`src/rtl/muldiv_unit_if.sv`:
```
// Request/response bundle between the issuing control logic and the RV32M multiply/divide unit.
interface muldiv_unit_if;
    localparam int unsigned XLEN = 32;

    logic            start;
    logic [2:0]      funct3;
    logic [XLEN-1:0] opA;
    logic [XLEN-1:0] opB;
    logic            busy;
    logic            done;
    logic [XLEN-1:0] result;

    modport master (output start, funct3, opA, opB, input busy, done, result);
    modport slave  (input start, funct3, opA, opB, output busy, done, result);
endinterface

```
`src/rtl/muldiv_unit.sv`:
```
// Iterative RV32M multiply/divide: shift-add multiply and restoring divide, one bit per cycle,
// with divide-by-zero and signed overflow resolved at start in a single cycle.
module muldiv_unit (
    input  logic           clk,
    input  logic           rst_n,
    muldiv_unit_if.slave   bus
);
    localparam int unsigned XLEN = 32;
    localparam int unsigned CW   = 6;
    localparam logic [CW-1:0] LAST_ITER = CW'(XLEN - 1);

    typedef enum logic [1:0] {S_IDLE, S_MUL, S_DIV, S_DONE} state_t;

    state_t            state_q;
    logic [2:0]        f3_q;
    logic              sign_a_q, sign_b_q, special_q;
    logic [XLEN-1:0]   mag_a_q, mag_b_q;
    logic [CW-1:0]     cnt_q;
    logic [2*XLEN-1:0] acc_q;
    logic [XLEN-1:0]   rem_q;
    logic              busy_q, done_q;
    logic [XLEN-1:0]   result_q;

    assign bus.busy   = busy_q;
    assign bus.done   = done_q;
    assign bus.result = result_q;

    // Operand decode for an incoming request
    logic            sign_a_c, sign_b_c, div0_c, ovf_c, special_c;
    logic [XLEN-1:0] mag_a_c, mag_b_c, special_res_c;

    always_comb begin
        sign_a_c = 1'b0;
        sign_b_c = 1'b0;
        case (bus.funct3)
            3'b001, 3'b100, 3'b110: begin
                sign_a_c = bus.opA[XLEN-1];
                sign_b_c = bus.opB[XLEN-1];
            end
            3'b010:  sign_a_c = bus.opA[XLEN-1];
            default: ;
        endcase
        mag_a_c = sign_a_c ? (XLEN'(0) - bus.opA) : bus.opA;
        mag_b_c = sign_b_c ? (XLEN'(0) - bus.opB) : bus.opB;
        div0_c  = bus.funct3[2] && (bus.opB == '0);
        ovf_c   = bus.funct3[2] && !bus.funct3[0] &&
                  (bus.opA == XLEN'(32'h8000_0000)) && (bus.opB == '1);
        special_c = div0_c || ovf_c;
        if (div0_c) special_res_c = bus.funct3[1] ? bus.opA : '1;
        else        special_res_c = bus.funct3[1] ? '0 : XLEN'(32'h8000_0000);
    end

    // One iteration step of each datapath plus the sign-corrected final results
    logic [XLEN:0]     mul_sum_c, div_shift_c;
    logic [2*XLEN-1:0] mul_d, prod_c;
    logic              div_ge_c;
    logic [XLEN-1:0]   rem_d, quo_d, mul_res_c, div_res_c;

    always_comb begin
        mul_sum_c   = {1'b0, acc_q[2*XLEN-1:XLEN]} + {1'b0, (acc_q[0] ? mag_a_q : '0)};
        mul_d       = {mul_sum_c, acc_q[XLEN-1:1]};
        prod_c      = (sign_a_q ^ sign_b_q) ? ((2*XLEN)'(0) - mul_d) : mul_d;
        mul_res_c   = (f3_q == 3'b000) ? prod_c[XLEN-1:0] : prod_c[2*XLEN-1:XLEN];

        div_shift_c = {rem_q, acc_q[XLEN-1]};
        div_ge_c    = div_shift_c >= {1'b0, mag_b_q};
        rem_d       = XLEN'(div_ge_c ? (div_shift_c - {1'b0, mag_b_q}) : div_shift_c);
        quo_d       = {acc_q[XLEN-2:0], div_ge_c};
        if (f3_q[1]) div_res_c = sign_a_q ? (XLEN'(0) - rem_d) : rem_d;
        else         div_res_c = (sign_a_q ^ sign_b_q) ? (XLEN'(0) - quo_d) : quo_d;
    end

    always_ff @(posedge clk) begin
        if (!rst_n) begin
            state_q   <= S_IDLE;
            f3_q      <= '0;
            sign_a_q  <= 1'b0;
            sign_b_q  <= 1'b0;
            special_q <= 1'b0;
            mag_a_q   <= '0;
            mag_b_q   <= '0;
            cnt_q     <= '0;
            acc_q     <= '0;
            rem_q     <= '0;
            busy_q    <= 1'b0;
            done_q    <= 1'b0;
            result_q  <= '0;
        end else begin
            case (state_q)
                S_IDLE: begin
                    if (bus.start) begin
                        f3_q      <= bus.funct3;
                        sign_a_q  <= sign_a_c;
                        sign_b_q  <= sign_b_c;
                        mag_a_q   <= mag_a_c;
                        mag_b_q   <= mag_b_c;
                        cnt_q     <= '0;
                        rem_q     <= '0;
                        busy_q    <= 1'b1;
                        special_q <= special_c;
                        // Low half of acc_q holds the multiplier, the dividend, or the special result
                        if (special_c) begin
                            acc_q   <= {{XLEN{1'b0}}, special_res_c};
                            state_q <= S_DIV;
                        end else if (bus.funct3[2]) begin
                            acc_q   <= {{XLEN{1'b0}}, mag_a_c};
                            state_q <= S_DIV;
                        end else begin
                            acc_q   <= {{XLEN{1'b0}}, mag_b_c};
                            state_q <= S_MUL;
                        end
                    end
                end
                S_MUL: begin
                    acc_q <= mul_d;
                    cnt_q <= cnt_q + CW'(1);
                    if (cnt_q == LAST_ITER) begin
                        result_q <= mul_res_c;
                        busy_q   <= 1'b0;
                        done_q   <= 1'b1;
                        state_q  <= S_DONE;
                    end
                end
                S_DIV: begin
                    if (special_q) begin
                        result_q <= acc_q[XLEN-1:0];
                        busy_q   <= 1'b0;
                        done_q   <= 1'b1;
                        state_q  <= S_DONE;
                    end else begin
                        rem_q            <= rem_d;
                        acc_q[XLEN-1:0]  <= quo_d;
                        cnt_q            <= cnt_q + CW'(1);
                        if (cnt_q == LAST_ITER) begin
                            result_q <= div_res_c;
                            busy_q   <= 1'b0;
                            done_q   <= 1'b1;
                            state_q  <= S_DONE;
                        end
                    end
                end
                S_DONE: begin
                    done_q    <= 1'b0;
                    special_q <= 1'b0;
                    state_q   <= S_IDLE;
                end
                default: state_q <= S_IDLE;
            endcase
        end
    end
endmodule

```
`src/flat_wrapper.sv`:
```
// flat-port wrapper written by rule: the top's interface ports become plain ports
module muldiv_unit_flat 
  (clk, rst_n, bus_start, bus_funct3, bus_opA, bus_opB, bus_busy, bus_done, bus_result);
  muldiv_unit_if bus_i ();
  input  logic clk;
  input  logic rst_n;
  input wire logic [$bits(bus_i.start)-1:0] bus_start;
  input wire logic [$bits(bus_i.funct3)-1:0] bus_funct3;
  input wire logic [$bits(bus_i.opA)-1:0] bus_opA;
  input wire logic [$bits(bus_i.opB)-1:0] bus_opB;
  output wire logic [$bits(bus_i.busy)-1:0] bus_busy;
  output wire logic [$bits(bus_i.done)-1:0] bus_done;
  output wire logic [$bits(bus_i.result)-1:0] bus_result;
  assign bus_i.start = bus_start;
  assign bus_i.funct3 = bus_funct3;
  assign bus_i.opA = bus_opA;
  assign bus_i.opB = bus_opB;
  assign bus_busy = bus_i.busy;
  assign bus_done = bus_i.done;
  assign bus_result = bus_i.result;
  muldiv_unit u_core (.clk(clk), .rst_n(rst_n), .bus(bus_i));
endmodule
```
`config.mk`:
```
export PLATFORM = sky130hd
export DESIGN_NAME = muldiv_unit_flat
export DESIGN_NICKNAME = d
export VERILOG_FILES = /design/src/rtl/muldiv_unit_if.sv /design/src/rtl/muldiv_unit.sv /design/src/flat_wrapper.sv
export SDC_FILE = /design/constraint.sdc
export NUM_CORES = 1
export LEC_CHECK = 0
export ABC_AREA = 0
export CAP_MARGIN = 20
export CORE_ASPECT_RATIO = 1.5
export CORE_MARGIN = 10
export CORE_UTILIZATION = 60
export CTS_BUF_LIST = sky130_fd_sc_hd__clkbuf_8
export CTS_CLUSTER_SIZE = 10
export DETAILED_ROUTE_END_ITERATION = 12
export HOLD_SLACK_MARGIN = 0.08
export PLACE_DENSITY = 0.91
export SYNTH_ARGS = -nofsm -noshare
export SYNTH_HDL_FRONTEND = slang
export SYNTH_SLANG_ARGS = --single-unit
```
`constraint.sdc`:
```
create_clock -name clk -period 12.41 [get_ports clk]
set_input_delay 3.723 -clock clk [delete_from_list [all_inputs] [get_ports clk]]
set_output_delay 3.723 -clock clk [all_outputs]
set_load 0.05 [all_outputs]
```
* After elaboration in Yosys (flattened, before gate mapping) *
Index checks and enable logic that the tools add are counted.

storage, ports and cells
  bits in registers = 208
  input bits = 70
  output and inout bits = 34
  logic and storage cells = 107

operators by class
  $add $sub $neg = 8
  magnitude comparators = 1
  equality and inequality tests = 14
  multiplexer cells = 45
  bitwise logic cells = 1
  reductions and logical operators = 24

operator list
  kind                                                 number
  two-way mux 32 bit                                   18
  two-way mux 64 bit                                   3
  case mux 32 bit (2 select lines)                     3
  subtractor 1 x 32 -> 32 bit, first input constant    4
  case mux 32 bit (3 select lines)                     1
  equality test 32 bit, second input constant          2
  subtractor 1 x 64 -> 64 bit, first input constant    1
  adder 32 x 32 -> 33 bit                              1
  >= comparator 33 x 32 -> 1 bit                       1
  logical NOT 32 bit                                   1
  subtractor 32 bit                                    1
  case mux 6 bit (3 select lines)                      1
  two-way mux 6 bit                                    2
  two-way mux 2 bit                                    5
  AND reduction 3 bit                                  3
  two-way mux 1 bit                                    8
  case mux 2 bit (4 select lines)                      1
  AND reduction 2 bit                                  4
  nonzero test 2 bit                                   4
  adder 6 x 1 -> 6 bit, second input constant          1
  equality test 3 bit, second input constant           2
  equality test 6 x 5 -> 1 bit, second input constant  1
  case mux 1 bit (3 select lines)                      2
  nonzero test 3 bit                                   2
  other kinds (16)                                     21

* Longest topological paths before layout *
  depth in word-level cells = 8
  mapped depth = 24

* Least setup slack after synthesis *
Ideal clock, no wire load.

  path type = input -> register
  start point = input bus_opB[6]
  end point = register u_core.acc_q[5]
  arrival time = 6.461 ns
  data required time = 12.282 ns
  setup slack = 5.821 ns
  cell stages on the path = 13
  buffers on the path = 1
  path through = or4_1 nor4_1 nand3_1 or3_1 nor4_1 nor2_1 nand2_1 buf_1 nor2_1 nor4_1 a211oi_1 a21oi_1 nor2_1

between the ends
  word-level cells in the longest chain between the ends = 6
  elaborated cells on any way between the ends = 9

RTL lines
  element                                                            line                                  text
  start, declared                                                    flat_wrapper.sv:10                    input wire logic [$bits(bus_i.opB)-1:0] bus_opB;
  logical NOT 32 bit / equality test 32 bit (equally long branches)  muldiv_unit.sv:45, muldiv_unit.sv:47
  logical AND 1 bit (on tied branches)                               muldiv_unit.sv:45, muldiv_unit.sv:47
  two-way mux 32 bit / logical OR 1 bit (equally long branches)      muldiv_unit.sv:49, muldiv_unit.sv:48
  two-way mux 64 bit (*)                                             muldiv_unit.sv:102                    if (special_c) begin
  two-way mux 64 bit (*)                                             muldiv_unit.sv:91                     if (bus.start) begin
  case mux 32 bit (3 select lines) (*)                               muldiv_unit.sv:89                     case (state_q)
  end signal, assigned                                               muldiv_unit.sv:103                    acc_q <= {{XLEN{1'b0}}, special_res_c};
  end signal, assigned                                               muldiv_unit.sv:106                    acc_q <= {{XLEN{1'b0}}, mag_a_c};
  end signal, assigned                                               muldiv_unit.sv:109                    acc_q <= {{XLEN{1'b0}}, mag_b_c};
  end, declared                                                      muldiv_unit.sv:19                     logic [2*XLEN-1:0] acc_q;

Mark *: on every way between the ends. The rest lies on a longest branch, timed or not. The select of a mux whose other input is x is not followed.
A chain may end at the register's enable or synchronous reset.

* Final worst setup path *
  start point = input bus_opB[0]
  end point = register u_core.acc_q[24]

between the ends
  word-level cells in the longest chain between the ends = 6
  elaborated cells on any way between the ends = 12

RTL lines
  element                                              line                text
  subtractor 1 x 32 -> 32 bit (tied with other cells)  muldiv_unit.sv:44   mag_b_c = sign_b_c ? (XLEN'(0) - bus.opB) : bus.opB;
  two-way mux 32 bit (tied with other cells)           muldiv_unit.sv:44
  two-way mux 32 bit (tied with other cells)           muldiv_unit.sv:105  end else if (bus.funct3[2]) begin
  two-way mux 64 bit (*)                               muldiv_unit.sv:102
  two-way mux 64 bit (*)                               muldiv_unit.sv:91
  case mux 32 bit (3 select lines) (*)                 muldiv_unit.sv:89

Marks and branches as above.

==> impl_metrics.py <==
metrics = {
    "cts": {
        "cts_sinks": 208,
        "cts_setup_buffers": 0,
        "ctsResizeCount": 0,
        "cts_hold_buf": 0,
        "clk_path_buf_depth": 3,
        "cts_tree": "built",
        "root_buffer": "clkbuf_8",
        "cts_buffers": 37,
        "insertion_delay_ns": 0.59,
        "htreeDepth": 2,
        "clkTransAtPathRegs_ns": 0.07,
    },
    "routing": {
        "final_antenna_net_count": 0,
        "vias_per_cell": 6.904,
        "via_count": 20706,
        "routed_wl_um": 73510,
        "post_drt_wl_per_cell_um": 24.51,
        "drt_first_pass_iters": 6,
        "initialDrtViolationCount": 2633,
        "drc": 0,
    },
    "synthesis": {
        "synth_fp_nets": 2749,
        "synth_top_area_share_pct": 22.56,
        "ys_seq_elements": 208,
        "synth_top_cell_by_area": "dfxtp_1",
        "yosysWarnings": 0,
        "synth_flop_cell": "dfxtp_1",
        "ys_seq_area_share_pct": 22.56,
        "synthCells": 2602,
        "yosysUniqueCellTypes": 92,
        "async_flop_share_pct": 0,
        "avgSynthCellArea_um2": 7.093,
        "syn_area_um2": 18460,
        "synth_area_leaders": "dfxtp_1, nor2_1, a21oi_1, xnor2_1, ha_1",
        "synth-edff-count": 0,
    },
    "critical_path": {
        "rrSetupSlack_ns": 5.53,
        "crit-reg2reg-launch": "u_core.mag_b_q[18]",
        "worstRegToRegCells": 21,
        "startpoint_type": "primary input",
        "critPathCapture": "u_core.acc_q[24]",
        "cp.required_ns": 12.84,
        "worstSetupPathType": "in2reg",
        "crit_path_start": "bus_opB[0]",
        "critPathArrivalTime_ns": 8.08,
        "crit_path_max_fanout": 33,
        "cp_slowest_cell": "nand2_1",
        "path_cells": "clkdlybuf4s50_1 > inv_1 > ha_1 > or3b_2 > nor3_1 > nand3_1 > or3_1 > nor4_2 > buf_4 > nor2_1 > nand2_1 > o21ai_0 > a211oi_1 > a211oi_1 > a21oi_1 > nor2_1",
        "crit_path_end_kind": "flop",
        "max_stage_delay_ns": 0.83,
        "reg2reg_to": "u_core.bus.result[28]",
    },
    "layout": {
        "drive_above_1_share_pct": 5.310,
        "antenna_cells": 0,
        "finalInstanceArea_um2": 20340,
        "fillers": 2706,
        "nets": 2720,
        "finalCoreUtilization_pct": 67.00,
        "multi_input_area_um2": 13250,
        "final_common_cell": "nor2_1",
        "final_cell_mix": "nor2_1, a21oi_1, dfxtp_1, o21ai_0, nand2_1",
        "regArea_um2": 4164,
        "area_delta_synth_final_pct": 10.18,
    },
    "worst_hold_path": {
        "hold_start": "u_core.mag_b_q[0]",
        "hold_path.class": "reg2reg",
    },
    "floorplanning": {
        "io-pin-count": 104,
        "die_x_um": 163.2,
        "core_area_um2": 30350,
        "die_area_um2": 38320,
        "die_h_um": 234.8,
        "num_rows": 78,
        "start_util_pct": 60.81,
    },
    "timing": {
        "finalHoldViolations": 0,
        "maxSlewViolCount": 0,
        "max_freq_mhz": 130.7,
        "clock_skew_ns": 0.03766,
        "fin_crit_sh_pct": 61.66,
        "slew_headroom_pct": 25.12,
        "setup_viol": 0,
        "worst_pin_slew_ns": 1.121,
        "grt_setup_unrepaired": "false",
        "period_needed_ns": 7.652,
        "setup_tns_ns": 0,
    },
    "grt": {
        "grt-ovfl-total": 0,
        "met3_usage_pct": 5.455,
        "grt_max_degree": 89,
        "busiest_layer": "met2",
        "grt_use_met1_pct": 39.11,
        "grt_pass1_wl_um": 110200,
        "grt_usage_pct": 36.17,
        "antenna_found_initial": 0,
        "grt_pass1_vias": 19276,
        "met2_usage_pct": 60.48,
    },
    "power": {
        "power.density_nw_per_um2": 167.1,
        "ir_drop_mv": 0.1272,
        "p_leak_nw": 7.759,
    },
    "place": {
        "postPlaceCellArea_um2": 19460,
        "gp_congestion": 1.057,
        "place_hpwl_um": 55280,
        "io_buffers": 103,
    },
    "status": {
        "outcome": "finished clean",
    },
    "flow_run": {
        "cap_violations": 0,
    },
}
[report_power, final]
| part | switching (mW) | internal [mW] | leakage (nW) |
|---|---|---|---|
| Sequential | 0.171 | 0.783 | 1.70 |
| Clock | 0.323 | 0.414 | 0.436 |
| Combinational | 1.14 | 0.567 | 5.62 |
[how the worst min path moves through the flow]
stage                              endpoint  slack [ns]  cells after the start
final                     u_core.mag_b_q[0]        0.46                      2
after detailed placement  u_core.mag_a_q[0]        0.46                      2
after global placement    u_core.mag_a_q[0]        0.45                      2
after CTS                 u_core.mag_b_q[0]        0.47                      2
after floorplan           u_core.mag_a_q[0]        0.43                      2
after global routing      u_core.mag_b_q[0]        0.49                      2
[through the flow]
stage                     setup slack, ns  power (mW)  hold slack (ns)  instances
after floorplan                     5.821       2.074           0.4317       2602
after global placement              4.333       2.562           0.4454       2931
after detailed placement            4.276       2.589           0.4558       2931
after CTS                           4.847       3.319           0.4673       2996
after global routing                4.408       3.530           0.4882       2999
final                               4.758       3.397           0.4628       2999
[synthesized netlist by cell type (all sizes together), types with 21 or more instances]
cell    instances
a21o           24
nand2         177
o21ai         189
xnor2         129
or3            33
a21oi         249
nor4           51
clkbuf        180
a31oi          38
and3           21
nor3           59
nand2b         29
xor2           83
o31ai          29
dfxtp         208
nor2          363
a22oi          82
nand3          37
ha             75
nand4          23
and2           51
inv            87
a211oi        108
[state kept, by name (all words and copies together) (netlist names)]
signal,flops
u_core.rem_q,32
u_core.bus.done,1
u_core.acc_q,64
u_core.special_q,1
u_core.bus.busy,1
u_core.mag_a_q,32
u_core.mag_b_q,32
u_core.sign_b_q,1
u_core.sign_a_q,1
u_core.bus.result,32
u_core.f3_q,3
u_core.state_q,2
u_core.cnt_q,6
[layout make-up]
type	count	share of cell area [%]
clock buffer	45	3.046
clock inverter	20	0.9967
multi-input combinational	2109	65.16
inverter	87	1.618
sequential	208	20.48
timing repair buffer	130	6.239
tap	400	2.461
[layer usage]
metal  vias up  part of all wire (%)  wire (um)
met5         -                     0          0
met4         0                    10       7381
met3       394                   7.9       5810
met2      1257                    48      35070
met1      9628                    34      25240
li1       9427                     -          -
[cell families (layout without fill, tap and decap cells)]
kind of cell | Yosys count | count (layout) | synth area share [%]
XOR/XNOR | 212 | 212 | 10.06
buffers and inverters | 285 | 282 | 5.918
flip-flops | 208 | 208 | 22.56
adder cells (fa/ha/maj) | 77 | 77 | 5.301
AND/OR/NAND/NOR | 910 | 910 | 23.67
AO/OA/AOI/OAI | 889 | 889 | 31.32
multiplexers | 21 | 21 | 1.173
[worst max-delay path, delay by kind of cell]
kind,cells,cell delay (ns)
buffers and inverters,3,0.83
and+or+nand+nor,8,2.62
AOI/OAI and AO/OA,4,0.72
adders and majority gates,1,0.16
No activity file was read; power rests on OpenSTA's default activity.
==> RTL change (config.mk and constraints unchanged) <==
Reset style: asynchronous (`rst_n`), changed in one clocked block.
--- a/src/rtl/muldiv_unit.sv
+++ b/src/rtl/muldiv_unit.sv
@@ -70,7 +70,7 @@
         else         div_res_c = (sign_a_q ^ sign_b_q) ? (XLEN'(0) - quo_d) : quo_d;
     end
 
-    always_ff @(posedge clk) begin
+    always_ff @(posedge clk or negedge rst_n) begin
         if (!rst_n) begin
             state_q   <= S_IDLE;
             f3_q      <= '0;
Check against the original RTL: differs if rst_n is asserted again (counterexample within 4 cycles, from zero or initial values and one cycle with rst_n low); with rst_n held inactive, the same outputs for 4 cycles.
==> RTL change against the unedited design <==
Critical path depth is 2 lower. Final area increased by 2.7%. Sequential cell count unchanged. Core utilization fell by 0.15 points. Area after synthesis is 3.2% higher. Worst setup slack got worse by 0.72 ns. Synthesized cell count is 3.6% lower. Register-to-register slack got worse by 0.71 ns. Wire length up 1.5%. Clock skew increased by 0.0036 ns.
Power is left out: the tool's default activity adds up to more than one toggle a clock period on the data nets, which glitch-free logic cannot reach.
==> RTL change: results (changes against the unedited design) <==
status - finished, final reports clean
pin count of the biggest net entering global routing - 82 (-7.9%)
Syn Area/Cell - 7.60 µm² (+7.1%)
Synth area leaders - dfrtp_1 27%, o21ai_0 7.1%, nand2_1 6.3%
Reg2Reg Capture Point - u_core.bus.result[28]$_DFFE_PN0P_
Overall Global Routing Usage - 36.8% (+0.62 points)
Final GP Congestion - 1.03 (-3.0%)
worst clock skew - 0.0413 ns (+0.00361 ns)
global-route wire length before repair - 113,000 µm (+2.2%)
post-synthesis sequential area ratio - 27.3% (+4.8 points)
R2R Setup Slk - 4.82 ns (-0.71 ns)
DR pass1 iterations - 7 (+1)
Met3 Routed Length - 5860 µm (+0.91%)
actual slew at the worst max-slew pin - 1.15 ns (+0.0321 ns)
routed via count - 20,100 (-3.2%)
initial antenna violation count - 1 (+1)
count of cell types in the netlist - 98 (+6.5%)
post-DP HPWL - 56,900 µm (+2.9%)
peak fanout along the critical path - 28 (-15%)
end of the critical path - u_core.acc_q[23]$_DFFE_PN0P_
M1 WL - 25,700 µm (+1.9%)
dpl cells - 2,870 (-2.1%)
routed vias/inst - 6.82 (-1.2%)
number of DRC markers in iteration 0 - 2,147 (-18%)
top cells by count, synth - 318 x nand2_1, 272 x o21ai_0, 208 x dfrtp_1, 204 x a21oi_1, 190 x nor2_1
## RTL change: worst min path at each step
stage,endpoint,from
final,u_core.mag_a_q[23]$_DFFE_PN0P_,u_core.mag_a_q[23]$_DFFE_PN0P_
after global routing,u_core.mag_a_q[9]$_DFFE_PN0P_,u_core.mag_a_q[9]$_DFFE_PN0P_
after CTS,u_core.mag_a_q[21]$_DFFE_PN0P_,u_core.mag_a_q[21]$_DFFE_PN0P_
after detailed placement,u_core.mag_a_q[24]$_DFFE_PN0P_,u_core.mag_a_q[24]$_DFFE_PN0P_
after global placement,u_core.mag_a_q[31]$_DFFE_PN0P_,u_core.mag_a_q[31]$_DFFE_PN0P_
after floorplan,u_core.mag_a_q[26]$_DFFE_PN0P_,u_core.mag_a_q[26]$_DFFE_PN0P_
## RTL change: stage by stage
stage	worst slack [ns]	area (µm²)	hold WS, ns
6_report	4.03	20900	0.473
5_1_grt	3.70	20900	0.504
4_1_cts	4.18	20900	0.479
3_5_place_dp	3.58	20100	0.464
3_3_place_gp	3.66	20100	0.457
2_1_floorplan	5.48	19000	0.438
## RTL change: area by class of cell
type / count / area, µm² / share of cell area, %
Multi-Input combinational cell: 2047 / 12800 / 61.3
Sequential cell: 208 / 5200 / 24.9
Timing Repair Buffer: 131 / 1260 / 6.02
Clock buffer: 50 / 688 / 3.30
Tap cell: 405 / 507 / 2.43
Inverter: 81 / 304 / 1.46
Clock inverter: 17 / 111 / 0.533
Antenna cell: 1 / 2.50 / 0.0120
## RTL change: logic make-up (layout without fill, tap and decap cells)
family / after synthesis / after routing / synth area share, %
other cells: 0 / 1 / 0
fa+ha+maj: 77 / 77 / 5.14
buf+inv: 253 / 279 / 5.68
xor+xnor: 203 / 203 / 9.33
simple gates: 881 / 881 / 22.4
flops: 208 / 208 / 27.3
compound gates: 846 / 846 / 28.0
mux: 40 / 40 / 2.11
## RTL change: worst max-delay path: stages
cell and delay (ns):
clkdlybuf4s50_1 0.47, inv_1 0.10, ha_1 0.17, nand2b_1 0.09, or4b_1 0.52, nor3_1 0.53, nand4_1 0.34, or4_1 0.97
o21a_1 0.36, nand2_1 0.80, o21ai_0 0.21, a21oi_1 0.20, o211ai_1 0.10, a22o_1 0.23
## RTL change: metal layers
metal	vias up	global-route usage, %
li1	9090	-
met1	9516	41.3
met2	1109	60.1
met3	337	5.72
met4	0	30.2
met5	-	0
